## config.mk

```make
export PLATFORM = sky130hd
export DESIGN_NAME = pp_accumulator_8x8
export DESIGN_NICKNAME = d
export VERILOG_FILES = /design/src/rtl/pp_accumulator_8x8.sv
export SDC_FILE = /design/constraint.sdc
export NUM_CORES = 1
export LEC_CHECK = 0
export BUFFER_PORTS_ARGS = -buffer_cell sky130_fd_sc_hd__buf_2
export CORE_UTILIZATION = 56
export CTS_CLUSTER_DIAMETER = 200
export DETAILED_ROUTE_END_ITERATION = 10
export PLACE_DENSITY = 0.84
export SETUP_SLACK_MARGIN = 0.15
export SLEW_MARGIN = 20
export SYNTH_ARGS = -nofsm -noshare
export SYNTH_HDL_FRONTEND = slang
export SYNTH_SLANG_ARGS = --single-unit
export TNS_END_PERCENT = 5
```

## constraint.sdc

```tcl
create_clock -name clk -period 12.2 [get_ports clk]
set_input_delay 1.22 -clock clk [delete_from_list [all_inputs] [get_ports clk]]
set_output_delay 1.22 -clock clk [all_outputs]
set_load 0.05 [all_outputs]
```

## src/rtl/pp_accumulator_8x8.sv

```systemverilog
// pp_accumulator_8x8: multi-cycle adder summing the eight shifted partial products of an 8x8 multiply
module pp_accumulator_8x8 #(
   parameter int WIDTH        = 16,
   parameter int NUM_PP       = 8,
   parameter int PP_PER_CYCLE = 2
) (
   input  logic             clk,
   input  logic             rst_n,
   input  logic             in_valid,
   output logic             in_ready,
   input  logic [WIDTH-1:0] p0,
   input  logic [WIDTH-1:0] p1,
   input  logic [WIDTH-1:0] p2,
   input  logic [WIDTH-1:0] p3,
   input  logic [WIDTH-1:0] p4,
   input  logic [WIDTH-1:0] p5,
   input  logic [WIDTH-1:0] p6,
   input  logic [WIDTH-1:0] p7,
   output logic             out_valid,
   input  logic             out_ready,
   output logic [WIDTH-1:0] product,
   output logic             busy
);

   localparam int IW = $clog2(NUM_PP);

   typedef enum logic [1:0] {IDLE, ACCUM, DONE} state_t;

   state_t           state;
   logic [WIDTH-1:0] pin [NUM_PP];
   logic [WIDTH-1:0] hold [NUM_PP];
   logic [WIDTH-1:0] acc;
   logic [WIDTH-1:0] group_sum;
   logic [IW-1:0]    idx;

   // gather the partial-product ports into an indexable array
   always_comb begin
      pin[0] = p0;
      pin[1] = p1;
      pin[2] = p2;
      pin[3] = p3;
      pin[4] = p4;
      pin[5] = p5;
      pin[6] = p6;
      pin[7] = p7;
   end

   // sum of the group of held partial products starting at idx
   always_comb begin
      group_sum = '0;
      for (int k = 0; k < PP_PER_CYCLE; k++)
         group_sum = group_sum + hold[idx + IW'(k)];
   end

   // control FSM with registered handshake, status and product outputs
   always_ff @(posedge clk or negedge rst_n) begin
      if (!rst_n) begin
         state     <= IDLE;
         acc       <= '0;
         idx       <= '0;
         product   <= '0;
         out_valid <= 1'b0;
         busy      <= 1'b0;
         in_ready  <= 1'b1;
         for (int i = 0; i < NUM_PP; i++)
            hold[i] <= '0;
      end else begin
         case (state)
            IDLE: begin
               if (in_valid && in_ready) begin
                  for (int i = 0; i < NUM_PP; i++)
                     hold[i] <= pin[i];
                  acc      <= '0;
                  idx      <= '0;
                  state    <= ACCUM;
                  in_ready <= 1'b0;
                  busy     <= 1'b1;
               end
            end
            ACCUM: begin
               acc <= acc + group_sum;
               idx <= idx + IW'(PP_PER_CYCLE);
               if (idx == IW'(NUM_PP - PP_PER_CYCLE))
                  state <= DONE;
            end
            DONE: begin
               if (!out_valid) begin
                  out_valid <= 1'b1;
                  product   <= acc;
               end else if (out_ready) begin
                  out_valid <= 1'b0;
                  state     <= IDLE;
                  in_ready  <= 1'b1;
                  busy      <= 1'b0;
               end
            end
            default: state <= IDLE;
         endcase
      end
   end

endmodule
```

==> flow_summary.ini, run 1 <==
[setup_path]
rrSetupSlack_ps = 8210
worst_ep_required_time_ps = 12470
worstPathCellList = buf_4, mux4_2, fa_1, ha_1, a21o_1, a311o_2, a211oi_4, o21bai_2, xnor2_1, o21ai_1
ff2ff_path_depth = 10
r2r-start = idx[1]
critPathTopFamily = compound AO/OA/AOI/OAI gates
crit_type = flop to flop
crit_arrival_ps = 4270
crit_fanout = 18
crit_slowest_cell = dfrtp_2
cp_slowest_stage_delay_ps = 750
r2r-end = acc[15]
crit_path_start_kind = flop
cp-end-kind = flop
crit_buf_inv = 1

[synthesis]
async_flop_share_pct = 100
seq_area_frac_synth_pct = 52.1
avgSynthCellArea_um2 = 9.86
ys.flop_type = dfrtp_1
synth-seq-cells = 167
ys_types = 41
synth_edf_count = 0
ys_warn_count = 0
postSynthCellCount = 813
synth_area_um2 = 8020
synth_nets = 976

[grt]
grt_max_degree = 86
grt_usage_pct = 27.9
grt_pass1_vias = 6223
antenna_found_initial = 0
grt_overflow_total = 0
grt_pass1_wl_um = 30800

[power_and_ir_drop]
cellLeakagePower_nw = 4.86
irDropWorstVdd_v = 0.000205
power.total_mw = 3.38
powerDensity_nw_per_um2 = 357

[clocking]
clk_pin_slew_ps = 60
postCtsSetupBuffers = 0
cts_sinks = 167
htreeDepth = 4
root_buffer = clkbuf_16
cts_hold_buffers = 0
cts_tree = done
clk_path_buf_depth = 2
numCtsBuffers = 17
clkLatencyLatePin_ps = 430
cts-resized-gates = 0

[placed_design]
dp_hpwl_um = 13000
routabilityCongestion = 0.915
port_buffers = 150
dp_slack_ps = 8180

[timing]
post-route-period-util_pct = 32.7
hold_viol_final = 0
setup_viol_count_final = 0
finalMaxSlewViolations = 0
hold_ws_ps = 471
finalSetupTns_ps = 0
post-route-min-period_ps = 3990
worst_slack_ps = 8210
slew_headroom_pct = 32.9
fmax_mhz = 250
skew_ps = 9.54
rsz0062_at_grt = false
tightest_slew_ps = 1010

[detailed_routing]
drc = 0
initialDrtViolationCount = 438
ant_nets = 0
finalWirelength_um = 18700
via_per_inst = 5.41
wl_per_cell_um = 16.5
vias = 6158
firstDrtPassIters = 5

[finish]
fin_nets = 1109
antenna_cells = 0
drive_gt1_share_pct = 23.6
postLayoutCoreUtil_pct = 68.0
area_growth_pct = 18.2

[floorplan]
rows = 43
io-pin-count = 151
die_h_um = 122
start_util_pct = 57.5
core_um2 = 13900
die_w_um = 122
die-area_um2 = 14800

[min_path]
hold_start = hold[52]
holdPathStages = 2
hold_path_end = hold[52]
worst_hold_path_type = flop to flop

[run]
max_cap_violations = 0

[outcome]
status = finished clean
-- final cells by class --
cell class | instances | area, µm²
Clock buffer | 20 | 447
Clock inverter | 11 | 150
Fill cell | 1051 | 4450
Inverter | 6 | 22.5
Multi-Input combinational cell | 597 | 3640
Sequential cell | 167 | 4180
Tap cell | 180 | 225
Timing Repair Buffer | 157 | 813
-- placed cells by master, fill, tap and decap left out, drive strengths merged, types with 12 or more instances in the layout --
cell type,instances
dfrtp,166
a21oi,13
clkbuf,20
fa,16
ha,15
o21ai,27
xnor2,12
buf,157
mux4,31
nand2,411
mux2,17
-- Yosys cell counts (all sizes together), types with 4 or more instances --
| cell | instances | area [µm²] |
|---|---|---|
| nand2 | 411 | 1540 |
| nand3 | 11 | 55.1 |
| fa | 16 | 320 |
| xnor2 | 12 | 105 |
| a21o | 4 | 30.0 |
| nor2b | 4 | 25.0 |
| mux4 | 31 | 698 |
| ha | 15 | 188 |
| dfrtp | 166 | 4150 |
| xor2 | 5 | 43.8 |
| a21oi | 13 | 65.1 |
| clkbuf | 27 | 101 |
| inv | 6 | 22.5 |
| buf | 16 | 85.1 |
| nor2 | 8 | 30.0 |
| mux2 | 17 | 191 |
| o21ai | 27 | 135 |
-- kinds of logic after synthesis --
logic type	after synthesis	synth area share (%)
compound gates	56	4.31
xor+xnor	17	1.86
buf+inv	49	2.61
flops	167	52.1
mux	49	11.2
simple gates	444	21.5
fa+ha+maj	31	6.34
-- report_power, final --
| group | total [mW] | switching [mW] | internal, mW |
|---|---|---|---|
| clock | 0.543 | 0.216 | 0.327 |
| combinational | 1.81 | 1.03 | 0.785 |
| sequential | 1.03 | 0.198 | 0.828 |
-- worst reg2reg max path, cell delays in order (launching register included) --
cell and delay, ps:
dfrtp_2 750, buf_4 410, mux4_2 570, fa_1 490
ha_1 370, a21o_1 210, a311o_2 410, a211oi_4 310
o21bai_2 110, xnor2_1 140, o21ai_1 70
-- metal layers --
metal / routed length [µm] / GRT usage (%) / up-vias
met5: 0 / 0 / -
met4: 359 / 10.1 / 0
met3: 1240 / 5.62 / 31
met2: 9460 / 45.9 / 221
met1: 7680 / 37.0 / 2998
li1: - / - / 2908
-- state kept, by name, indices dropped and copies added (netlist names) --
name,flops
busy,1
idx,2
hold,128
acc,16
product,16
in_ready,1
out_valid,1
state,2
-- worst max-delay path by stage --
| stage | start | end | slack, ps | depth (start not counted) |
|---|---|---|---|---|
| after floorplan | idx[1] | acc[15] | 8350 | 12 |
| after global placement | idx[1] | acc[15] | 8220 | 10 |
| after detailed placement | idx[1] | acc[12] | 8180 | 10 |
| after CTS | idx[1] | acc[15] | 8150 | 10 |
| after global routing | idx[1] | acc[15] | 7900 | 10 |
| final | idx[1] | acc[15] | 8210 | 10 |
-- stage by stage --
step           area [µm²]  cells
2_1_floorplan        8020    813
3_3_place_gp         8880   1107
3_5_place_dp         8880   1107
4_1_cts              9480   1138
5_1_grt              9480   1138
6_report             9480   1138
(Power assumes the default switching activity.)
==> inputs of run 2 (changes only) <==
- ABC_AREA: default -> 1
- CORE_UTILIZATION: 56 -> 51
- PLACE_DENSITY: 0.84 -> 0.81
- clock period: 12.2 -> 3.3 ns (I/O delays scaled with it)
==> run 2 against run 1 <==
  * Non-clock buffer count is 11 higher
  * Synthesized cell count up 25%
  * Register-to-register slack got worse by 7900 ps
==> flow_summary.ini, run 2 <==
[outcome]
status = finished clean

[power_and_ir_drop]
p_sw_mw = 0.947
intPower_mw = 3.18
cellLeakagePower_nw = 5.52
p_seq_share_pct = 49.6
power.total_mw = 4.12
power.share.combinational_pct = 2.9
pwr-share-clk_pct = 47.4
swShare_pct = 23.0
irDropWorstVdd_v = 0.000338
powerDensity_nw_per_um2 = 421

[floorplan]
die_w_um = 128
start_util_pct = 52.9
die_h_um = 128
core_um2 = 15400
rows = 45
io-pin-count = 151
die-area_um2 = 16500

[synthesis]
yosys-top-cells-count = nand2_1, dfrtp_1, o21ai_0, nor2_1, o22ai_1
synthTopCellsByArea = dfrtp_1, nand2_1, o21ai_0, fa_1, nor2_1
seq_area_frac_synth_pct = 51.2
ys.flop_type = dfrtp_1
ys_types = 28
synth_nets = 1183
synth_top_area_share_pct = 50.9
async_flop_share_pct = 100
ys_warn_count = 0
synth_edf_count = 0
avgSynthCellArea_um2 = 8.00
synth_area_um2 = 8160
synth-seq-cells = 167
postSynthCellCount = 1020
synth.most_common_cell = nand2_1
yosys.area.top_type = dfrtp_1

[clocking]
clk_path_buf_depth = 2
clkLatencyLatePin_ps = 430
postCtsSetupBuffers = 0
root_buffer = clkbuf_16
cts_sinks = 167
htreeDepth = 4
clk_pin_slew_ps = 70
cts_tree = done
numCtsBuffers = 17

[detailed_routing]
initialDrtViolationCount = 687
wl_per_cell_um = 15.1
via_per_inst = 5.20
ant_nets = 0
vias = 7184
drc = 0
finalWirelength_um = 20900
firstDrtPassIters = 5

[grt]
grt_overflow_total = 0
grt_pass1_vias = 6834
antenna_found_initial = 0
grt_usage_pct = 27.0
grt_pass1_wl_um = 34100
grt_max_degree = 99

[timing]
skew_ps = 8.21
finalMaxSlewViolations = 0
finalSetupTns_ps = 0
fmax_mhz = 330
setup_viol_count_final = 0
post-route-period-util_pct = 91.9
tightest_slew_ps = 772
post-route-min-period_ps = 3030
hold_viol_final = 0
slew_headroom_pct = 48.5
rsz0062_at_grt = true

[placed_design]
routabilityCongestion = 0.945
dp_hpwl_um = 15100
place_area_um2 = 9160
port_buffers = 150

[setup_path]
crit_slowest_cell = dfrtp_2
crit_arrival_ps = 3350
ff2ff_path_depth = 14
crit_type = flop to flop
crit_top_cell = nand2_1
crit_fanout = 23
worstPathCellList = inv_8, buf_12, nor2_1, o22ai_1, fa_1, ha_1, a21oi_1, nand2_1, nand2_1, nand2_1, nand3_1, nand3b_1, nand3_1, nand2_1
cp-end-kind = flop
worst_ep_required_time_ps = 3620
crit_path_start_kind = flop
cp_slowest_stage_delay_ps = 480

[min_path]
worst_hold_path_type = input port to flop
holdPathStages = 2

[finish]
area_growth_pct = 20.1
reg_top3 = hold x128, acc x16, product x16
largest_register_ffs = 128
layout_common_cells = nand2_1, dfrtp_1, buf_2
antenna_cells = 0
final_area_um2 = 9800
drive_gt1_share_pct = 18.8
largest_register = hold
final_common_cell = nand2_1
fin_nets = 1320

[run]
max_cap_violations = 0
[run 2: changes by cell type after synthesis, sizes merged, moves of 4 or more]
| cell | change |
|---|---|
| nand2 | +70 |
| mux2 | -11 |
| nor2 | +74 |
| inv | +24 |
| mux4 | -31 |
| xor2 | -5 |
| xnor2 | -9 |
| o21ai | +62 |
| buf | +8 |
| nand3 | +9 |
| a21oi | +4 |
| o22ai | +31 |
| nor2b | -4 |
[run 2: logic make-up after synthesis]
logic type | Yosys count | share of synthesized area, %
AND/OR/NAND/NOR | 587 | 27.6
flip-flops | 167 | 51.2
AO/OA/AOI/OAI | 146 | 9.77
buffers and inverters | 80 | 4.05
adder cells (fa/ha/maj) | 31 | 6.23
multiplexers | 6 | 0.828
XOR/XNOR | 3 | 0.322
[run 2: path summary, 6_finish.rpt]
kind	from	endpoint	slack, ps
min reg2reg	hold[74]	hold[74]	470
max in group asynchronous	rst_n	hold[123]	2000
max	idx[1]	acc[14]	270
min	out_ready	busy	90
max reg2reg	idx[1]	acc[14]	270
min in group asynchronous	rst_n	product[12]	510
[run 2: final cells by class]
type	count	area (µm²)
sequential	167	4180
tap	211	264
multi-input combinational	773	3670
inverter	30	121
fill	1338	5630
clock inverter	15	159
clock buffer	17	425
timing repair buffer	168	975
[run 2: layer usage]
metal / wire length (µm) / track usage, % / up-vias
li1: - / - / 3531
met1: 9570 / 39.0 / 3379
met2: 9800 / 42.1 / 248
met3: 1190 / 4.41 / 26
met4: 311 / 8.10 / 0
met5: 0 / 0 / -
[run 2: repair_timing]
action | 4_1_cts | 5_1_grt
hold endpoints to repair | 72 | 0
setup endpoints to repair | 1 | 8
resized for setup | 1 | 6
hold buffers | 1 | 0
pin swaps | 0 | 1
cloned | 0 | 1
[run 2: critical path, delay by kind of cell, from the launching register on]
| kind | cells | cell delay (ps) |
|---|---|---|
| AOI/OAI and AO/OA | 2 | 520 |
| adders and majority gates | 2 | 850 |
| buffers and inverters | 2 | 300 |
| DFF | 1 | 480 |
| and+or+nand+nor | 8 | 770 |
[run 2: power by group through the flow]
stage,Clock (mW),Combinational [mW],Sequential (mW)
CTS,1.98,0.124,2.05
global placement,0,0.122,2.09
detailed placement,0,0.123,2.09
floorplan,0,0.0000317,2.09
global route,2.06,0.138,2.04
finish,1.96,0.121,2.05
[run 2: metrics by stage]
step / worst slack [ps] / hold slack (ps) / utilization (%) / cells
final: 267 / 92.0 / 63.5 / 1381
after global routing: 87.9 / 96.9 / 63.5 / 1381
after CTS: 229 / 79.0 / 63.2 / 1380
after detailed placement: 180 / 412 / 59.3 / 1347
after global placement: 204 / 409 / 59.3 / 1347
after floorplan: 386 / 34.4 / - / 1020
